`config.mk`:
```
export PLATFORM = sky130hd
export DESIGN_NAME = uart_rx
export DESIGN_NICKNAME = d
export VERILOG_FILES = /design/src/rtl/uart_rx.sv
export SDC_FILE = /design/constraint.sdc
export NUM_CORES = 1
export LEC_CHECK = 0
export ABC_AREA = 1
export ABC_CLOCK_PERIOD_IN_PS = 1560
export BUFFER_PORTS_ARGS = -buffer_cell sky130_fd_sc_hd__buf_2
export CAP_MARGIN = 20
export CORE_UTILIZATION = 40
export DETAILED_ROUTE_END_ITERATION = 10
export PLACE_DENSITY = 0.61
export RECOVER_POWER = 100
export SLEW_MARGIN = 20
export SYNTH_ARGS = -nofsm -noshare
export SYNTH_HDL_FRONTEND = slang
export SYNTH_SLANG_ARGS = --single-unit
```
`constraint.sdc`:
```
create_clock -name clk_50mhz -period 1.56 [get_ports clk_50mhz]
set_input_delay 0.234 -clock clk_50mhz [delete_from_list [all_inputs] [get_ports clk_50mhz]]
set_output_delay 0.234 -clock clk_50mhz [all_outputs]
set_load 0.1 [all_outputs]
```
`src/rtl/uart_rx.sv`:
```
// 8-N-1 UART receiver: 2-flop line synchroniser, 16x oversampled start/data/stop
// recovery with 2-of-3 mid-bit majority, and a valid/ack holding register.
//
// state     | meaning
// IDLE      | line idle, waiting for a tick that sees rx_sync low
// START     | validating the start bit, false start returns to IDLE
// DATA      | shifting in DATA_BITS data bits, LSB first
// STOP      | sampling the stop bit, early exit at the decision tick
// WAIT_IDLE | framing error seen, waiting for the line to return high
module uart_rx #(
  parameter int DATA_BITS  = 8,
  parameter int OVERSAMPLE = 16
) (
  input  logic                 clk_50mhz,
  input  logic                 rst_n,
  input  logic                 rx_sample_tick,
  input  logic                 rx_in,
  input  logic                 rx_ack,
  output logic [DATA_BITS-1:0] rx_data,
  output logic                 rx_valid,
  output logic                 rx_frame_err,
  output logic                 rx_overrun,
  output logic                 rx_busy
);

  localparam int TW = $clog2(OVERSAMPLE);
  localparam int BW = $clog2(DATA_BITS);
  localparam int M  = OVERSAMPLE / 2;

  localparam logic [TW-1:0] IDX_A    = TW'(M - 1);
  localparam logic [TW-1:0] IDX_B    = TW'(M);
  localparam logic [TW-1:0] IDX_C    = TW'(M + 1);
  localparam logic [TW-1:0] IDX_LAST = TW'(OVERSAMPLE - 1);
  localparam logic [BW-1:0] BIT_LAST = BW'(DATA_BITS - 1);

  typedef enum logic [2:0] {
    S_IDLE,
    S_START,
    S_DATA,
    S_STOP,
    S_WAIT_IDLE
  } state_t;

  state_t               state_q, state_d;
  logic                 rx_s1_q, rx_s1_d;
  logic                 rx_sync_q, rx_sync_d;
  logic [TW-1:0]        tick_cnt_q, tick_cnt_d;
  logic [BW-1:0]        bit_cnt_q, bit_cnt_d;
  logic                 samp_a_q, samp_a_d;
  logic                 samp_b_q, samp_b_d;
  logic [DATA_BITS-1:0] shift_q, shift_d;
  logic [DATA_BITS-1:0] rx_data_q, rx_data_d;
  logic                 rx_valid_q, rx_valid_d;
  logic                 rx_frame_err_q, rx_frame_err_d;
  logic                 rx_overrun_q, rx_overrun_d;

  logic                 in_bit;
  logic                 samp_en_a;
  logic                 samp_en_b;
  logic                 decide;
  logic                 bit_end;
  logic                 majority;

  always_ff @(posedge clk_50mhz) begin
    if (!rst_n) begin
      state_q <= S_IDLE;
    end else begin
      state_q <= state_d;
    end
  end

  always_comb begin
    state_d = state_q;
    if (rx_sample_tick) begin
      case (state_q)
        S_IDLE: begin
          if (!rx_sync_q) state_d = S_START;
        end
        S_START: begin
          if (decide && majority) state_d = S_IDLE;
          else if (bit_end)       state_d = S_DATA;
        end
        S_DATA: begin
          if (bit_end && (bit_cnt_q == BIT_LAST)) state_d = S_STOP;
        end
        S_STOP: begin
          if (decide) state_d = majority ? S_IDLE : S_WAIT_IDLE;
        end
        S_WAIT_IDLE: begin
          if (rx_sync_q) state_d = S_IDLE;
        end
        default: state_d = S_IDLE;
      endcase
    end
  end

  // Third sample is rx_sync itself at the decision tick, so no third flop is needed.
  always_comb begin
    in_bit    = rx_sample_tick &&
                ((state_q == S_START) || (state_q == S_DATA) || (state_q == S_STOP));
    samp_en_a = in_bit && (tick_cnt_q == IDX_A);
    samp_en_b = in_bit && (tick_cnt_q == IDX_B);
    decide    = in_bit && (tick_cnt_q == IDX_C);
    bit_end   = in_bit && (tick_cnt_q == IDX_LAST);
    majority  = (samp_a_q & samp_b_q) | (samp_a_q & rx_sync_q) | (samp_b_q & rx_sync_q);
    rx_busy   = (state_q != S_IDLE);
  end

  always_comb begin
    rx_s1_d        = rx_in;
    rx_sync_d      = rx_s1_q;
    tick_cnt_d     = tick_cnt_q;
    bit_cnt_d      = bit_cnt_q;
    samp_a_d       = samp_a_q;
    samp_b_d       = samp_b_q;
    shift_d        = shift_q;
    rx_data_d      = rx_data_q;
    rx_valid_d     = rx_valid_q & ~rx_ack;
    rx_frame_err_d = 1'b0;
    rx_overrun_d   = 1'b0;

    if (samp_en_a) samp_a_d = rx_sync_q;
    if (samp_en_b) samp_b_d = rx_sync_q;

    if (rx_sample_tick) begin
      case (state_q)
        S_IDLE: begin
          if (!rx_sync_q) tick_cnt_d = TW'(1);
        end
        S_START: begin
          if (decide && majority) begin
            tick_cnt_d = '0;
          end else if (bit_end) begin
            tick_cnt_d = '0;
            bit_cnt_d  = '0;
          end else begin
            tick_cnt_d = tick_cnt_q + TW'(1);
          end
        end
        S_DATA: begin
          if (decide) shift_d = {majority, shift_q[DATA_BITS-1:1]};
          if (bit_end) begin
            tick_cnt_d = '0;
            bit_cnt_d  = (bit_cnt_q == BIT_LAST) ? '0 : bit_cnt_q + BW'(1);
          end else begin
            tick_cnt_d = tick_cnt_q + TW'(1);
          end
        end
        S_STOP: begin
          if (decide) begin
            tick_cnt_d = '0;
            rx_data_d  = shift_q;
            if (majority) begin
              rx_valid_d   = 1'b1;
              // A same-cycle ack consumes the old byte, so the new one is not an overrun.
              rx_overrun_d = rx_valid_q & ~rx_ack;
            end else begin
              rx_frame_err_d = 1'b1;
            end
          end else begin
            tick_cnt_d = tick_cnt_q + TW'(1);
          end
        end
        default: ;
      endcase
    end
  end

  always_ff @(posedge clk_50mhz) begin
    if (!rst_n) begin
      rx_s1_q        <= 1'b1;
      rx_sync_q      <= 1'b1;
      tick_cnt_q     <= '0;
      bit_cnt_q      <= '0;
      samp_a_q       <= 1'b0;
      samp_b_q       <= 1'b0;
      shift_q        <= '0;
      rx_data_q      <= '0;
      rx_valid_q     <= 1'b0;
      rx_frame_err_q <= 1'b0;
      rx_overrun_q   <= 1'b0;
    end else begin
      rx_s1_q        <= rx_s1_d;
      rx_sync_q      <= rx_sync_d;
      tick_cnt_q     <= tick_cnt_d;
      bit_cnt_q      <= bit_cnt_d;
      samp_a_q       <= samp_a_d;
      samp_b_q       <= samp_b_d;
      shift_q        <= shift_d;
      rx_data_q      <= rx_data_d;
      rx_valid_q     <= rx_valid_d;
      rx_frame_err_q <= rx_frame_err_d;
      rx_overrun_q   <= rx_overrun_d;
    end
  end

  assign rx_data      = rx_data_q;
  assign rx_valid     = rx_valid_q;
  assign rx_frame_err = rx_frame_err_q;
  assign rx_overrun   = rx_overrun_q;

endmodule

```
==> metrics.cfg, run 1 <==
[run_status]
status = completed

[synth]
postSynthAreaPerCell_um2 = 7.47
synthDistinctLibCells = 30
synthCells = 217
synth_seq_area_share_pct = 40.8
synth_edf_count = 0
synth.most_common_cell = nand2_1
synth.net_count = 227
synthTopCellsByArea = dfxtp_1 (41%), nand2_1 (12%), a21oi_1 (8.0%)
yosysTopAreaCellShare_pct = 40.8
yosys_warnings = 0
ys.flop_type = dfxtp_1
yosys-top-cells-count = nand2_1 (53), dfxtp_1 (33), a21oi_1 (26), nand3_1 (25), inv_1 (20)
async_flop_share_pct = 0
yosysTopAreaCell = dfxtp_1
yosys_register_bits = 33
netlist_area_um2 = 1620

[sta]
tightest_slew_ns = 0.541
slew_violations = 0
finalHoldViolCount = 0
finalSetupTns_ns = 0
fmax_mhz = 691
min_period_over_period_pct = 92.8
setup_viol = 0
min_period_ns = 1.45
fin_skew_ns = 0.00832
slew_headroom_pct = 64.1

[power_and_ir_drop]
ir_drop_uv = 1160
power-per-cell-area_nw_per_um2 = 1590
leakagePower_nw = 0.864
p_total_mw = 3.28

[grt]
grt-ovfl-total = 0
grt_max_degree = 21
track_usage_pct = 17.1
grt_antenna_before_repair = 0
grt_pass1_wl_um = 5510
grt_pass1_vias = 1247

[cts]
clock_latency_ns = 0.29
cts_htree_levels = 2
cts_made_buffers = 5
path_clk_slew_ns = 0.07
clock_path_buffers = 2
cts_root_buf = clkbuf_8
cts_tree = built
cts_sinks = 33

[detailed_routing]
num_vias = 1448
vias_per_cell = 4.86
drtPass1Iterations = 4
ant_nets = 0
post_drt_wl_per_cell_um = 11.0
first_iter_violations = 79
drt_wl_total_um = 3280
drc = 0

[place]
dpl.hpwl_um = 2370
placed_area_um2 = 1860
place_inst = 288
io_buffer_count = 16
gp_congestion = 0.781

[layout]
drive_gt1_share_pct = 30.0
fillers = 362
n_antenna_cell = 0
final_cells = 298
finalInstanceArea_um2 = 2060
final_util_pct = 54.7
area_growth_pct = 27.3
finalNetCount = 259

[die]
fp.dieH_um = 65.6
ios = 17
start_util_pct = 43.0
coreArea_um2 = 3770
die_w_um = 65.6
fp.dieArea_um2 = 4310
num_rows = 22

[worst_setup_path]
critPathRequiredTime_ns = 1.75
crit_type = flop to flop
crit_fanout = 7
critPathMaxStageDelay_ns = 0.37
critPathArrivalTime_ns = 1.64
cp-end-kind = flop
slowest_stage = dfxtp_4
crit_path_start_kind = flop
crit_chain = ha_1 -> nand2_1 -> nor2_4 -> nand2_4 -> o21ai_4 -> nand3_4 -> o21ai_1 -> nor2_1

[job]
maxCapViolations = 0

[worst_hold_path]
hold_path.class = input pin to flop

critical path, delay by kind of cell (launching register included):
kind,cells,cell delay [ns]
AO/OA/AOI/OAI,2,0.30
AND/OR/NAND/NOR,5,0.51
flip-flops,1,0.37
adder cells (fa/ha/maj),1,0.16
layer usage:
layer  routed length (µm)  vias to the layer above  track usage, %  part of all wire (%)
met5                    0                        -               0                     0
met4                   75                        0            10.6                   2.3
met1                 1670                      652            21.9                    51
met3                   71                        8            3.65                   2.2
li1                     -                      767               -                     -
met2                 1460                       21            25.6                    45
per-stage QoR:
stage | worst slack, ns | hold slack, ns
2_1_floorplan | 0.0830 | 0.341
3_3_place_gp | 0.0426 | 0.411
3_5_place_dp | -0.00591 | 0.409
4_1_cts | 0.0446 | 0.129
5_1_grt | -0.0120 | 0.123
6_report | 0.113 | 0.132
power by group:
part	switching [mW]	internal, mW	total (mW)	leakage [nW]
clock network	0.319	0.521	0.840	0.0585
logic	0.904	0.527	1.43	0.536
registers	0.0971	0.915	1.01	0.269
worst paths after layout:
check | startpoint | end | slack [ns] | depth (start not counted)
min reg2reg | rx_s1_q | rx_sync_q | 0.43 | 1
max | tick_cnt_q[0] | state_q[1] | 0.11 | 8
max reg2reg | tick_cnt_q[0] | state_q[1] | 0.11 | 8
min | rx_in | rx_s1_q | 0.13 | 2
area by class of cell:
cell class / instances / area, µm² / share of cell area [%]
multi-input combinational: 153 / 898 / 43.6
sequential: 33 / 669 / 32.5
timing repair buffer: 29 / 209 / 10.1
inverter: 27 / 109 / 5.28
clock buffer: 7 / 86.3 / 4.19
tap: 48 / 60.1 / 2.91
clock inverter: 1 / 30.0 / 1.46
timing repair:
item / 4_1_cts / 5_1_grt
endpoints found under the setup margin: 4 / 24
buffers inserted: 0 / 2
hold buffers: 0 / 0
pin swaps: 0 / 3
resized for setup: 1 / 20
cell usage in the layout (no fill, tap or decap), types with 4 or more instances in the layout:
cell      instances
a21oi_1          25
buf_2             6
buf_4            11
clkbuf_2          9
clkbuf_8          6
dfxtp_1          28
dfxtp_2           4
ha_1              5
inv_1            19
inv_2             5
nand2_1          51
nand2_4           4
nand3_1          23
nand3_2           4
nor2_1           10
registers in the layout, summed over array words and instances, names as in the netlist:
| signal | count |
|---|---|
| bit_cnt_q | 3 |
| rx_data | 8 |
| rx_frame_err | 1 |
| rx_overrun | 1 |
| rx_s1_q | 1 |
| rx_sync_q | 1 |
| rx_valid | 1 |
| samp_a_q | 1 |
| samp_b_q | 1 |
| shift_q | 8 |
| state_q | 3 |
| tick_cnt_q | 4 |
cells by family (layout without fill, tap and decap cells):
group	after synthesis	after routing	synth area share, %
DFF	33	33	40.8
and+or+nand+nor	114	114	36.3
buffers and inverters	31	64	7.88
adders and majority gates	5	5	3.86
AOI/OAI and AO/OA	34	34	11.2
No activity file was read; power rests on OpenSTA's default activity.
==> inputs of run 2 (changes only) <==
Settings changed: CELL_PAD_IN_SITES_DETAIL_PLACEMENT set to 1, CELL_PAD_IN_SITES_GLOBAL_PLACEMENT set to 1, CTS_CLUSTER_DIAMETER set to 120, PLACE_DENSITY 0.61 to 0.78, SKIP_LAST_GASP set to 1.
==> metrics.cfg, run 2 (synthesis results as in run 1) <==
[layout]
fillers = 501  ; +38%
area_growth_pct = 24.6
multi_input_area_um2 = 886  ; -1.4%
finalInstanceArea_um2 = 2020  ; -2.1%
mostFrequentLayoutCell = nand2_1
finalNetCount = 257  ; -0.77%
seqCellArea_um2 = 667  ; -0.37%
final_cell_mix = nand2_1 (49), dfxtp_1 (28), a21oi_1 (26)
drive_gt1_share_pct = 29.4  ; -0.56 points
n_antenna_cell = 0  ; unchanged

[sta]
fin_skew_ns = 0.00320  ; -0.00512 ns
tightest_slew_ns = 0.492  ; -0.0483 ns
fin_ws_ns = 0.0679  ; -0.0450 ns
fmax_mhz = 670  ; -3.0%
min_period_ns = 1.49  ; +0.0450 ns
rsz0062_at_grt = yes
slew_violations = 0  ; unchanged
slew_headroom_pct = 67.4  ; +3.3 points
setup_viol = 0  ; unchanged
finalSetupTns_ns = 0  ; unchanged
min_period_over_period_pct = 95.7  ; +2.9 points
finalHoldViolCount = 0  ; unchanged

[worst_setup_path]
crit_chain = inv_1 -> ha_1 -> nand3_1 -> inv_2 -> nand2_4 -> nor2_2 -> nand2_1 -> nand3_1 -> nand2_2 -> nand2_1 -> a21oi_2
critPathTopFamily = simple AND/OR/NAND/NOR gates
crit_cells = 11  ; +3
cp-end-kind = flop
slowest_stage = dfxtp_2
crit_path_start_kind = flop
r2r_cells = 11  ; +3
r2r_start = tick_cnt_q[1]
critPathMaxStageDelay_ns = 0.35  ; -0.02 ns
critPathLaunch = tick_cnt_q[1]
cp-endpoint = tick_cnt_q[3]
critPathArrivalTime_ns = 1.71  ; +0.07 ns
timing.rr.end = tick_cnt_q[3]
critPathRequiredTime_ns = 1.77  ; +0.02 ns
reg2reg_slack_ns = 0.07  ; -0.04 ns
crit_fanout = 5  ; -2
crit_type = flop to flop
crit_buf_inv = 2  ; +2

[grt]
grt_antenna_before_repair = 0  ; unchanged
track_usage_pct = 20.4  ; +3.4 points
grt_pass1_wl_um = 6680  ; +21%
grt_pass1_vias = 1496  ; +20%
grt-ovfl-total = 0  ; unchanged
grt_max_degree = 20  ; -4.8%

[detailed_routing]
first_iter_violations = 78  ; -1.3%
post_drt_wl_per_cell_um = 13.3  ; +21%
drtPass1Iterations = 4  ; unchanged
vias_per_cell = 5.01  ; +3.0%
drc = 0  ; unchanged
num_vias = 1482  ; +2.3%
ant_nets = 0  ; unchanged
drt_wl_total_um = 3940  ; +20%

[place]
placed_area_um2 = 1830  ; -1.5%
gp_congestion = 0.773  ; -1.1%
io_buffer_count = 16  ; unchanged
dpl.hpwl_um = 2750  ; +16%
pre_cts_ws_ns = -0.0306  ; -0.0247 ns

[worst_hold_path]
hold_path.class = input pin to flop

[die]
fp.dieArea_um2 = 4310  ; unchanged
coreArea_um2 = 3770  ; unchanged
fp.dieH_um = 65.6  ; unchanged
ios = 17  ; unchanged
start_util_pct = 43.0  ; unchanged
die_w_um = 65.6  ; unchanged
num_rows = 22  ; unchanged

[cts]
clock_latency_ns = 0.28  ; about the same
cts_sinks = 33  ; unchanged
clock_path_buffers = 2  ; unchanged
cts_htree_levels = 2  ; unchanged
cts_root_buf = clkbuf_8
cts_tree = built
path_clk_slew_ns = 0.07  ; about the same
cts_made_buffers = 5  ; unchanged

[power_and_ir_drop]
ir_drop_uv = 1210  ; +4.4%
power-per-cell-area_nw_per_um2 = 1610  ; +1.0%
leakagePower_nw = 0.859  ; -0.61%

[run_status]
status = completed

[job]
maxCapViolations = 0  ; unchanged

## run 2: cell type report
type                       instances  share of cell area [%]
clock buffer                       7                    4.28
inverter                          27                    5.52
sequential                        33                    33.0
clock inverter                     1                    1.49
multi-input combinational        153                    43.9
tap                               48                    2.98
timing repair buffer              27                    8.80
## run 2: metal layers
layer	up-vias	part of all wire, %	track usage, %	wire (µm)
met5	-	0	0	0
li1	766	-	-	-
met1	688	49	26.6	1920
met3	5	3.4	4.17	133
met2	23	47	33.0	1850
met4	0	1.1	7.34	43
## run 2: report_power, final
group / leakage (nW) / switching, mW / internal (mW)
combinational: 0.531 / 0.915 / 0.499
sequential: 0.269 / 0.0894 / 0.910
clock: 0.0585 / 0.311 / 0.521
total: 0.859 / 1.32 / 1.93
## run 2: how the worst min path moves through the flow
stage	start	to	slack (ns)	cells after the start
finish	rx_in	rx_s1_q	0.14	2
global placement	rx_s1_q	rx_sync_q	0.41	1
detailed placement	rx_s1_q	rx_sync_q	0.41	1
floorplan	rx_in	rx_s1_q	0.34	1
CTS	rx_in	rx_s1_q	0.14	2
global route	rx_in	rx_s1_q	0.13	2
## run 2: repair_timing
action | in CTS | in global routing
pin swaps | 0 | 2
buffers inserted | 0 | 2
endpoints found under the setup margin | 4 | 25
hold buffers | 0 | 0
resized for setup | 2 | 16
## run 2: through the flow
step	utilization [%]	power, mW	cells	hold slack, ns
floorplan	-	1.96	217	0.341
global placement	48.6	2.34	286	0.410
detailed placement	48.6	2.36	286	0.413
CTS	51.8	3.20	294	0.142
global route	53.5	3.43	296	0.134
finish	53.5	3.24	296	0.141
